$ cat config.mk
export PLATFORM = sky130hd
export DESIGN_NAME = tomasulo_reservation_station
export DESIGN_NICKNAME = d
export VERILOG_FILES = /design/src/rtl/tomasulo_reservation_station.sv
export SDC_FILE = /design/constraint.sdc
export NUM_CORES = 1
export LEC_CHECK = 0
export BUFFER_PORTS_ARGS = -buffer_cell sky130_fd_sc_hd__buf_2
export CAP_MARGIN = 25
export CORE_ASPECT_RATIO = 1.5
export CORE_MARGIN = 1.5
export CORE_UTILIZATION = 40
export CTS_BUF_LIST = sky130_fd_sc_hd__clkbuf_2 sky130_fd_sc_hd__clkbuf_4 sky130_fd_sc_hd__clkbuf_8
export DETAILED_ROUTE_END_ITERATION = 6
export HOLD_SLACK_MARGIN = 0.06
export PLACE_DENSITY_LB_ADDON = 0.08
export SLEW_MARGIN = 15
export SYNTH_ARGS = -nofsm -noshare
export SYNTH_HDL_FRONTEND = slang
export SYNTH_SLANG_ARGS = --single-unit
$ cat constraint.sdc
create_clock -name clk -period 2.67 [get_ports clk]
set_input_delay 0.267 -clock clk [delete_from_list [all_inputs] [get_ports clk]]
set_output_delay 0.267 -clock clk [all_outputs]
set_load 0.1 [all_outputs]
$ cat src/rtl/tomasulo_reservation_station.sv
`default_nettype none
// ============================================================================
//  Module   : tomasulo_reservation_station
//  Purpose  : Reservation station feeding one functional unit. Holds dispatched
//             instructions, captures pending operands from the CDB and offers
//             ready instructions to the FU over a valid/ready handshake.
//  Revision : 1.0 - initial release
// ============================================================================
module tomasulo_reservation_station #(
    parameter int N_ENTRIES = 4,
    parameter int N_SIZE    = 16,
    parameter int TAG_W     = 3,
    parameter int OP_W      = 4,
    parameter int OCC_W     = $clog2(N_ENTRIES + 1)
) (
    input  logic              clk,
    input  logic              reset,

    input  logic              disp_valid,
    output logic              disp_ready,
    input  logic [OP_W-1:0]   disp_op,
    input  logic [N_SIZE-1:0] disp_vj,
    input  logic [N_SIZE-1:0] disp_vk,
    input  logic [TAG_W-1:0]  disp_qj,
    input  logic [TAG_W-1:0]  disp_qk,
    input  logic              disp_qj_busy,
    input  logic              disp_qk_busy,
    input  logic [TAG_W-1:0]  disp_dest_tag,

    input  logic              cdb_valid,
    input  logic [TAG_W-1:0]  cdb_tag,
    input  logic [N_SIZE-1:0] cdb_data,

    output logic              ex_valid,
    input  logic              ex_ready,
    output logic [OP_W-1:0]   ex_op,
    output logic [N_SIZE-1:0] ex_a,
    output logic [N_SIZE-1:0] ex_b,
    output logic [TAG_W-1:0]  ex_dest_tag,

    output logic [OCC_W-1:0]  occupancy
);

    localparam int c_IDX_W = (N_ENTRIES > 1) ? $clog2(N_ENTRIES) : 1;

    // Slot control state (reset) and payload state (no reset needed).
    logic [N_ENTRIES-1:0] r_busy;
    logic [N_ENTRIES-1:0] r_qj_busy;
    logic [N_ENTRIES-1:0] r_qk_busy;
    logic [OP_W-1:0]      r_op   [N_ENTRIES];
    logic [N_SIZE-1:0]    r_vj   [N_ENTRIES];
    logic [N_SIZE-1:0]    r_vk   [N_ENTRIES];
    logic [TAG_W-1:0]     r_qj   [N_ENTRIES];
    logic [TAG_W-1:0]     r_qk   [N_ENTRIES];
    logic [TAG_W-1:0]     r_dest [N_ENTRIES];

    logic                 r_lock_valid;
    logic [c_IDX_W-1:0]   r_lock_idx;
    logic [OCC_W-1:0]     r_occ;

    logic [N_ENTRIES-1:0] w_slot_ready;
    logic                 w_any_ready;
    logic [c_IDX_W-1:0]   w_cand_idx;
    logic                 w_any_free;
    logic [c_IDX_W-1:0]   w_free_idx;
    logic [c_IDX_W-1:0]   w_sel_idx;
    logic                 w_issue;
    logic                 w_disp;

    logic                 w_byp_j;
    logic                 w_byp_k;
    logic [N_SIZE-1:0]    w_disp_vj;
    logic [N_SIZE-1:0]    w_disp_vk;

    generate
        for (genvar g = 0; g < N_ENTRIES; g++) begin : g_slot_ready
            assign w_slot_ready[g] = r_busy[g] & ~r_qj_busy[g] & ~r_qk_busy[g];
        end
    endgenerate

    // Lowest-index ready slot and lowest-index free slot; scanning downwards
    // lets the lowest index overwrite any higher match.
    always_comb begin
        w_any_ready = 1'b0;
        w_cand_idx  = '0;
        w_any_free  = 1'b0;
        w_free_idx  = '0;
        for (int i = N_ENTRIES - 1; i >= 0; i--) begin
            if (w_slot_ready[i]) begin
                w_any_ready = 1'b1;
                w_cand_idx  = c_IDX_W'(i);
            end
            if (!r_busy[i]) begin
                w_any_free = 1'b1;
                w_free_idx = c_IDX_W'(i);
            end
        end
    end

    assign w_sel_idx   = r_lock_valid ? r_lock_idx : w_cand_idx;

    assign ex_valid    = ~reset & (r_lock_valid | w_any_ready);
    assign ex_op       = r_op[w_sel_idx];
    assign ex_a        = r_vj[w_sel_idx];
    assign ex_b        = r_vk[w_sel_idx];
    assign ex_dest_tag = r_dest[w_sel_idx];

    assign disp_ready  = ~reset & w_any_free;
    assign occupancy   = r_occ;

    assign w_issue     = ex_valid & ex_ready;
    assign w_disp      = disp_valid & disp_ready;

    // A broadcast in the dispatch cycle is captured directly into the new slot.
    assign w_byp_j     = cdb_valid & disp_qj_busy & (cdb_tag == disp_qj);
    assign w_byp_k     = cdb_valid & disp_qk_busy & (cdb_tag == disp_qk);
    assign w_disp_vj   = w_byp_j ? cdb_data : disp_vj;
    assign w_disp_vk   = w_byp_k ? cdb_data : disp_vk;

    always_ff @(posedge clk) begin
        if (reset) begin
            r_busy       <= '0;
            r_lock_valid <= 1'b0;
            r_lock_idx   <= '0;
            r_occ        <= '0;
        end else begin
            for (int i = 0; i < N_ENTRIES; i++) begin
                if (w_issue && (w_sel_idx == c_IDX_W'(i))) begin
                    r_busy[i] <= 1'b0;
                end else if (w_disp && (w_free_idx == c_IDX_W'(i))) begin
                    r_busy[i] <= 1'b1;
                end
            end

            if (w_issue) begin
                r_lock_valid <= 1'b0;
            end else if (ex_valid) begin
                r_lock_valid <= 1'b1;
                r_lock_idx   <= w_sel_idx;
            end

            r_occ <= r_occ + OCC_W'(w_disp) - OCC_W'(w_issue);
        end
    end

    // Payload: the dispatch target is never busy, so dispatch and snoop
    // never touch the same slot in one cycle.
    always_ff @(posedge clk) begin
        for (int i = 0; i < N_ENTRIES; i++) begin
            if (w_disp && (w_free_idx == c_IDX_W'(i))) begin
                r_op[i]      <= disp_op;
                r_vj[i]      <= w_disp_vj;
                r_vk[i]      <= w_disp_vk;
                r_qj[i]      <= disp_qj;
                r_qk[i]      <= disp_qk;
                r_qj_busy[i] <= disp_qj_busy & ~w_byp_j;
                r_qk_busy[i] <= disp_qk_busy & ~w_byp_k;
                r_dest[i]    <= disp_dest_tag;
            end else if (r_busy[i] && cdb_valid) begin
                if (r_qj_busy[i] && (r_qj[i] == cdb_tag)) begin
                    r_vj[i]      <= cdb_data;
                    r_qj_busy[i] <= 1'b0;
                end
                if (r_qk_busy[i] && (r_qk[i] == cdb_tag)) begin
                    r_vk[i]      <= cdb_data;
                    r_qk_busy[i] <= 1'b0;
                end
            end
        end
    end

endmodule
`default_nettype wire

==> results of run 1 <==
sequential cells by signal, summed over array words and instances, names as in the netlist:
name	cells
occupancy	3
r_busy	4
r_dest	12
r_lock_idx	2
r_lock_valid	1
r_op	16
r_qj	12
r_qj_busy	4
r_qk	12
r_qk_busy	4
r_vj	64
r_vk	64
per-stage QoR:
| step | setup slack [ps] | area [um2] |
|---|---|---|
| after floorplan | -241 | 9720 |
| after global placement | 175 | 11400 |
| after detailed placement | 153 | 11400 |
| after CTS | -107 | 12100 |
| after global routing | -188 | 12200 |
| final | -101 | 12200 |
logic make-up after synthesis:
family,after synthesis,synth area share
DFF,198,0.613
muxes,168,0.193
and+or+nand+nor,118,0.0648
AOI/OAI and AO/OA,91,0.0688
buffers and inverters,45,0.0260
xor gates and xnor gates,32,0.0294
adders and majority gates,3,0.00472
final cells by class:
class	count	area, um2	area share
tap	319	399	0.0328
clock buffer	17	234	0.0192
inverter	9	33.8	0.00278
clock inverter	15	176	0.0145
sequential	198	5850	0.481
antenna	2	5.00	0.000412
timing repair buffer	170	1780	0.146
multi-input combinational	412	3680	0.303
Yosys cell counts (all sizes together):
master / number / area share
a211oi: 4 / 0.0037
a21oi: 40 / 0.021
a221oi: 1 / 0.0016
a22o: 1 / 0.00092
a22oi: 39 / 0.036
a311oi: 1 / 0.0016
a31oi: 2 / 0.0013
a41oi: 1 / 0.00092
and2: 3 / 0.0022
and3: 1 / 0.0012
buf: 30 / 0.020
clkbuf: 6 / 0.0024
dfxtp: 10 / 0.021
edfxtp: 188 / 0.59
fa: 1 / 0.0021
ha: 2 / 0.0026
inv: 9 / 0.0035
mux2: 128 / 0.15
mux2i: 40 / 0.042
nand2: 43 / 0.017
nand2b: 3 / 0.0020
nand3: 10 / 0.0052
nor2: 22 / 0.011
nor2b: 1 / 0.00066
nor3: 2 / 0.0021
nor3b: 3 / 0.0029
nor4: 8 / 0.0052
o2111ai: 1 / 0.00092
o41ai: 1 / 0.00092
or2: 17 / 0.011
or3: 1 / 0.00066
or3b: 3 / 0.0028
or4b: 1 / 0.0010
xnor2: 3 / 0.0028
xor2: 29 / 0.027
routing by layer:
| metal | wire length (um) | vias up | global-route usage |
|---|---|---|---|
| met5 | 23 | - | 0 |
| met4 | 551 | 4 | 0.0808 |
| met3 | 777 | 35 | 0.0365 |
| met2 | 13000 | 117 | 0.359 |
| met1 | 9880 | 3074 | 0.232 |
| li1 | - | 2808 | - |
final timing paths:
path | slack, ps | cells past startpoint | endpoint
max | -100 | 6 | ex_b[13]
min | 110 | 2 | r_vk[0][14]
max reg2reg | 160 | 10 | occupancy[1]
min reg2reg | 530 | 2 | r_lock_idx[1]
power by group:
part	switching (mW)	internal, mW
registers	0.0236	3.48
clock network	1.12	0.934
logic	0.669	0.404
total	1.81	4.82
timing repair:
item,in CTS,in global routing
hold endpoints to repair,53,0
endpoints found under the setup margin,39,39
hold buffers,14,0
pin swaps,22,16
resized for setup,20,4
cloned,0,1
setup buffers,3,2
critical path: stages (launching register included):
cell	delay, ps
edfxtp_1	410
or3b_4	430
and2_4	170
a22o_4	250
buf_16	180
a22oi_2	340
buf_12	220
==> impl_metrics.json, run 1 <==
{
  "io_buffer_count": 114,
  "status": "finished with violations",
  "cts_buffers": 17,
  "dp_hpwl_um": 16500,
  "grt_max_degree": 41,
  "drt_wl_total_um": 24300,
  "p_per_area_mw_per_mm2": 545,
  "seq_area_frac_synth": 0.613,
  "final_util": 0.516,
  "fin_crit_sh": 1.04,
  "syn-num-nets": 729,
  "firstDrtPassIters": 5,
  "num_rows": 69,
  "rsz0062_at_grt": "yes",
  "min_from": "disp_vk[14]",
  "area_growth_pct": 27.5,
  "io_pins": 115,
  "worst_pin_slew_ps": 1040,
  "fmax_ghz": 0.361,
  "drc": 0,
  "failed_checks": "negative setup slack",
  "critPathArrivalTime_ps": 2500,
  "crit_start": "r_qk_busy[0]",
  "layout_common_cells": "edfxtp_1, mux2_2, buf_2",
  "grt.total_usage": 0.199,
  "tritoncts": "done",
  "clk_path_buf_depth": 2,
  "gr-total-overflow": 0,
  "finalPower_mw": 6.62,
  "final_common_cell": "edfxtp_1",
  "placed_cells": 1087,
  "drv_slew": 0,
  "endpoint_kind": "output port",
  "start_util": 0.405,
  "drtAntennaViolNets": 0,
  "dieArea_mm2": 0.0248,
  "clk_pin_slew_ps": 110,
  "vdd_drop_max_uv": 294,
  "holdWs_ps": 110,
  "dieWidth_um": 129,
  "fin_crit_ps": 2770,
  "worstSetupPathType": "register to output port",
  "ys_ff_latch": 198,
  "synthCells": 655,
  "wire_per_inst_um": 21.2,
  "hold_viol": 0,
  "antenna_found_initial": 4,
  "clockRootBuffer": "clkbuf_8",
  "worstPathMaxFanout": 40,
  "setup_viol": 36,
  "clock_latency_ps": 470,
  "die_y_um": 192,
  "max_cap_viol_count": 0,
  "drive_gt1_frac": 0.447,
  "yosysWarnings": 0,
  "h-tree-depth": 4,
  "grt_pass1_wl_um": 36200,
  "reg2reg_from": "r_qj_busy[1]",
  "vias": 6038,
  "viasPerCell": 5.29,
  "start_kind": "register",
  "required_ps": 2400,
  "slew_headroom": 0.303,
  "avgSynthCellArea_um2": 14.6,
  "place.gp.congestion": 0.804,
  "grt_pass1_vias": 6378,
  "cts.sinks": 198,
  "tns_ps": -1920,
  "drtIter0Drc": 338,
  "hold_class": "primary input to register",
  "p_leak_nw": 4.29,
  "core_area_mm2": 0.0236,
  "instances_no_fill": 1142,
  "ys_types": 46,
  "netlist_area_mm2": 0.00953,
  "fin_nets": 882,
  "fill_cells": 2056,
  "fin_ws_ps": -101,
  "finalClockSkew_ps": 13.9
}
No activity file was read; power rests on OpenSTA's default activity.
==> run 2, diff against run 1 <==
clock period = 3.3 ns   (was 2.67 ns; I/O delays follow)
==> run 2 against run 1 <==
Effect of this change: the run now ends clean; routed wire length is essentially flat; sequential share of layout area grew 1.4 points; flip-flop and latch count is the same; core utilization shrank 1.5 points; power shrank 18%; clock skew grew 3.1 ps; hold slack lost 11 ps; largest power group unchanged.
==> impl_metrics.json, run 2 (synthesized netlist as in run 1, its figures left out) <==
{
  "critPathArrivalTime_ps": 2830,
  "path_buf_inv": 2,
  "clockRootBuffer": "clkbuf_8",
  "drtIter0Drc": 361,
  "reg2regPathDepth": 11,
  "worstPathMaxFanout": 42,
  "holdPathStages": 1,
  "reg2reg_to": "occupancy[2]",
  "worst_pin_slew_ps": 753,
  "start_util": 0.405,
  "grt.total_usage": 0.205,
  "rsz0062_at_grt": "no",
  "worst-r2r-setup-slack_ps": 600,
  "place.gp.congestion": 0.775,
  "hold_viol": 0,
  "crit_top_cell": "buf_12",
  "fin_crit_ps": 3160,
  "fmax_ghz": 0.317,
  "cts.sinks": 198,
  "core_area_mm2": 0.0236,
  "holdWs_ps": 99.3,
  "firstDrtPassIters": 4,
  "whs_endpoint": "r_qk[3][0]",
  "cp_cell_sequence": "or3b_1 > o2111ai_1 > and2_2 > buf_12 > a21oi_1 > a22oi_1 > buf_12",
  "clk_path_buf_depth": 2,
  "fill_cells": 2099,
  "tritoncts": "done",
  "die_y_um": 192,
  "clock_latency_ps": 480,
  "endpoint_kind": "output port",
  "io_buffer_count": 114,
  "num_rows": 69,
  "drv_slew": 0,
  "setup_viol": 0,
  "grt_max_degree": 43,
  "p_per_area_mw_per_mm2": 457,
  "p_leak_nw": 4.15,
  "drc": 0,
  "drt_wl_total_um": 24300,
  "max_cap_viol_count": 0,
  "cts_buffers": 17,
  "cp_top_family": "simple AND/OR/NAND/NOR gates",
  "fin_nets": 861,
  "antennaDiodeCount": 0,
  "final_util": 0.501,
  "start_kind": "register",
  "finalClockSkew_ps": 17.0,
  "h-tree-depth": 4,
  "min_from": "disp_qk[0]",
  "wire_per_inst_um": 21.7,
  "critical_path.max_stage_delay_ps": 500,
  "viasPerCell": 5.35,
  "worstSetupPathType": "register to output port",
  "status": "finished clean",
  "drtAntennaViolNets": 0,
  "vdd_drop_max_uv": 264,
  "dieWidth_um": 129,
  "dp_hpwl_um": 15900,
  "vias": 5982,
  "grt_pass1_vias": 6357,
  "slew_headroom": 0.494,
  "clk_pin_slew_ps": 110,
  "antenna_found_initial": 2,
  "grt_pass1_wl_um": 36600,
  "drive_gt1_frac": 0.411,
  "cpMaxStageDelayCell": "or3b_1",
  "final_common_cell": "edfxtp_1",
  "area_growth_pct": 23.8,
  "io_pins": 115,
  "hold_class": "primary input to register",
  "dieArea_mm2": 0.0248,
  "required_ps": 2970,
  "gr-total-overflow": 0,
  "largest_registers": "r_vj x64, r_vk x64, r_op x16",
  "fin_crit_sh": 0.957,
  "layout_common_cells": "edfxtp_1, mux2_2, buf_2",
  "multi_input_area_mm2": 0.00361,
  "seqCellArea_mm2": 0.00585,
  "reg2reg_from": "r_busy[0]",
  "tns_ps": 0
}
-- run 2: cell type report --
cell class / instances / share of cell area
clock buffers: 17 / 0.0198
inverters: 9 / 0.00286
multi-input cells: 413 / 0.305
repair buffers: 148 / 0.126
flip-flops and latches: 198 / 0.495
clock inverters: 14 / 0.0170
well taps: 319 / 0.0338
-- run 2: power by group --
part           internal (mW)  total [mW]  leakage (nW)  switching [mW]
Sequential              2.81        2.84          1.80          0.0221
Combinational          0.309       0.846          2.13           0.537
Clock                  0.833        1.72         0.216           0.883
-- run 2: timing repair --
action	CTS	global route
hold buffers	7	0
cloned	1	0
endpoints found under the hold margin	28	0
setup endpoints to repair	7	24
buffers inserted	3	2
pin swaps	2	1
resized for setup	2	10
-- run 2: how the worst max path moves through the flow --
stage               endpoint  slack [ps]      start  cells past startpoint
floorplan            ex_a[1]         -90  r_busy[1]                      6
global placement     ex_a[3]         520  r_busy[3]                      7
detailed placement   ex_a[3]         440  r_busy[3]                      7
CTS                  ex_a[4]          -7  r_busy[1]                      7
global route        ex_b[12]           5  r_busy[1]                      7
finish              ex_b[11]         140  r_busy[1]                      7
-- run 2: routing by layer --
| metal | GRT usage | vias up | routed length (um) |
|---|---|---|---|
| li1 | - | 2767 | - |
| met1 | 0.232 | 3062 | 9550 |
| met2 | 0.383 | 121 | 13400 |
| met3 | 0.0423 | 28 | 918 |
| met4 | 0.0588 | 4 | 362 |
| met5 | 0 | - | 21 |
-- run 2: per-stage QoR --
stage	setup WS [ps]	total power [mW]	instances	instance area [um2]
5_1_grt	4.59	5.58	1118	11800
6_report	141	5.40	1118	11800
3_3_place_gp	518	3.72	1073	11200
2_1_floorplan	-90.4	3.42	655	9610
3_5_place_dp	443	3.73	1074	11200
4_1_cts	-7.31	5.45	1116	11700
==> run 3, diff against run 2 <==
clock period = 3.6 ns   (was 3.3 ns; I/O delays follow)
==> run 3 against run 2 <==
Effect of this change: via count is 1.4% lower; critical path depth stayed put; die area stayed put; routed wire length is 2.8% higher; cell count is 0.89% lower; sequential share of layout area is 3.9 points higher; critical endpoint is now ex_a[2]; global-route usage is 0.29 points lower; worst setup slack better by 33 ps; flip-flop and latch count stayed put; largest cell class unchanged; first-iteration DRC count is 5.3% lower; sequential power is 8.5% lower.
==> impl_metrics.json, run 3 (synthesized netlist as in run 1, its figures left out) <==
{
  "drc": 0,
  "clockRootBuffer": "clkbuf_8",
  "required_ps": 3240,
  "clock_latency_ps": 480,
  "vias": 5898,
  "io_buffer_count": 114,
  "place.gp.congestion": 0.845,
  "multi_input_area_mm2": 0.00349,
  "reg2reg_from": "r_qj_busy[0]",
  "status": "finished clean",
  "antennaDiodeCount": 0,
  "grt_pass1_wl_um": 36000,
  "io_pins": 115,
  "finalClockSkew_ps": 12.7,
  "setup_viol": 0,
  "largest_registers": "r_vj x64, r_vk x64, r_op x16",
  "crit_start": "r_busy[1]",
  "grt_pass1_vias": 6067,
  "drv_slew": 0,
  "rsz0062_at_grt": "no",
  "cts_buffers": 17,
  "tritoncts": "done",
  "fin_crit_ps": 3430,
  "final_common_cell": "edfxtp_1",
  "max_cap_viol_count": 0,
  "hold_viol": 0,
  "fill_cells": 2161,
  "dp_hpwl_um": 15900,
  "worstPathMaxFanout": 54,
  "area_growth_pct": 14.8,
  "p_per_area_mw_per_mm2": 431,
  "reg2reg_to": "occupancy[2]",
  "drtIter0Drc": 342,
  "gr-total-overflow": 0,
  "place_ws_ps": 510,
  "clk_path_buf_depth": 2,
  "viasPerCell": 5.32,
  "p_leak_nw": 3.84,
  "critPathCapture": "ex_a[2]",
  "worstSetupPathType": "register to output port",
  "fin_nets": 850,
  "grt_max_degree": 82,
  "dieArea_mm2": 0.0248,
  "h-tree-depth": 4,
  "critPathArrivalTime_ps": 3070,
  "cts.sinks": 198,
  "tns_ps": 0,
  "worst-r2r-setup-slack_ps": 840,
  "fin_ws_ps": 174,
  "drive_gt1_frac": 0.381,
  "fin_crit_sh": 0.952,
  "hold_class": "primary input to register",
  "endpoint_kind": "output port",
  "firstDrtPassIters": 5,
  "holdWs_ps": 107,
  "fmax_ghz": 0.292,
  "layout_common_cells": "edfxtp_1, buf_2, mux2_2",
  "vdd_drop_max_uv": 208,
  "core_area_mm2": 0.0236,
  "postCtsSetupBuffers": 0,
  "grt.total_usage": 0.202,
  "seqCellArea_mm2": 0.00585,
  "clk_pin_slew_ps": 100,
  "drt_wl_total_um": 25000,
  "worst_pin_slew_ps": 785,
  "start_util": 0.405,
  "start_kind": "register",
  "wire_per_inst_um": 22.5,
  "die_y_um": 192,
  "drtAntennaViolNets": 0,
  "dieWidth_um": 129,
  "antenna_found_initial": 1,
  "reg2regPathDepth": 11,
  "num_rows": 69,
  "slew_headroom": 0.472
}
==> run 3: cell types whose count changed in the layout (fill, tap and decap cells not counted), sizes merged <==
cell	delta
clkinv	-2
buf	-7
dlygate4sd3	-4
clkbuf	+1
bufinv	-2
clkinvlp	+4
==> run 3: power by group <==
group	leakage (nW)	switching (mW)	internal, mW
Sequential	1.80	0.0181	2.58
Clock	0.184	0.824	0.630
Combinational	1.86	0.474	0.191
==> run 3: metrics by stage <==
step	instance area (um2)	power [mW]	util	instances
2_1_floorplan	9540	3.13	-	655
3_3_place_gp	10500	3.30	0.445	1072
3_5_place_dp	10500	3.31	0.445	1072
4_1_cts	10900	4.75	0.463	1107
5_1_grt	10900	4.88	0.464	1108
6_report	10900	4.72	0.464	1108
==> run 3: worst min-delay path by stage <==
stage,from,depth (start not counted),end
6_report,disp_op[3],1,r_op[0][3]
3_3_place_gp,r_lock_idx[1],2,r_lock_idx[1]
5_1_grt,disp_op[3],1,r_op[0][3]
3_5_place_dp,r_lock_idx[1],2,r_lock_idx[1]
2_1_floorplan,reset,1,r_lock_valid
4_1_cts,disp_op[3],1,r_op[0][3]
==> run 3: area by class of cell <==
class | instances | area share
clock buffer | 18 | 0.0221
timing repair buffer | 137 | 0.0714
inverter | 9 | 0.00309
sequential | 198 | 0.534
tap | 319 | 0.0365
multi-input combinational | 413 | 0.319
clock inverter | 14 | 0.0137
==> run 3: per-layer routing <==
metal,vias up,share of wire,global-route usage
li1,2732,-,-
met1,2985,0.41,0.240
met2,152,0.53,0.361
met3,27,0.040,0.0415
met4,2,0.018,0.0666
met5,-,0.00044,0
==> run 3: what timing repair did <==
action                                  in CTS  in global routing
hold buffers                                 3                  0
endpoints found under the setup margin       2                 37
pin swaps                                    1                  1
gates resized for setup                      2                  2
cloned                                       0                  1
hold endpoints to repair                     9                  0
==> run 3: critical path, cell delays in order, from the launching register on <==
cell and delay [ps]:
dfxtp_1 460, or3b_1 480, o2111ai_1 230, nand2_4 200, buf_12 240, mux2i_1 200
a22oi_1 250, buf_2 470
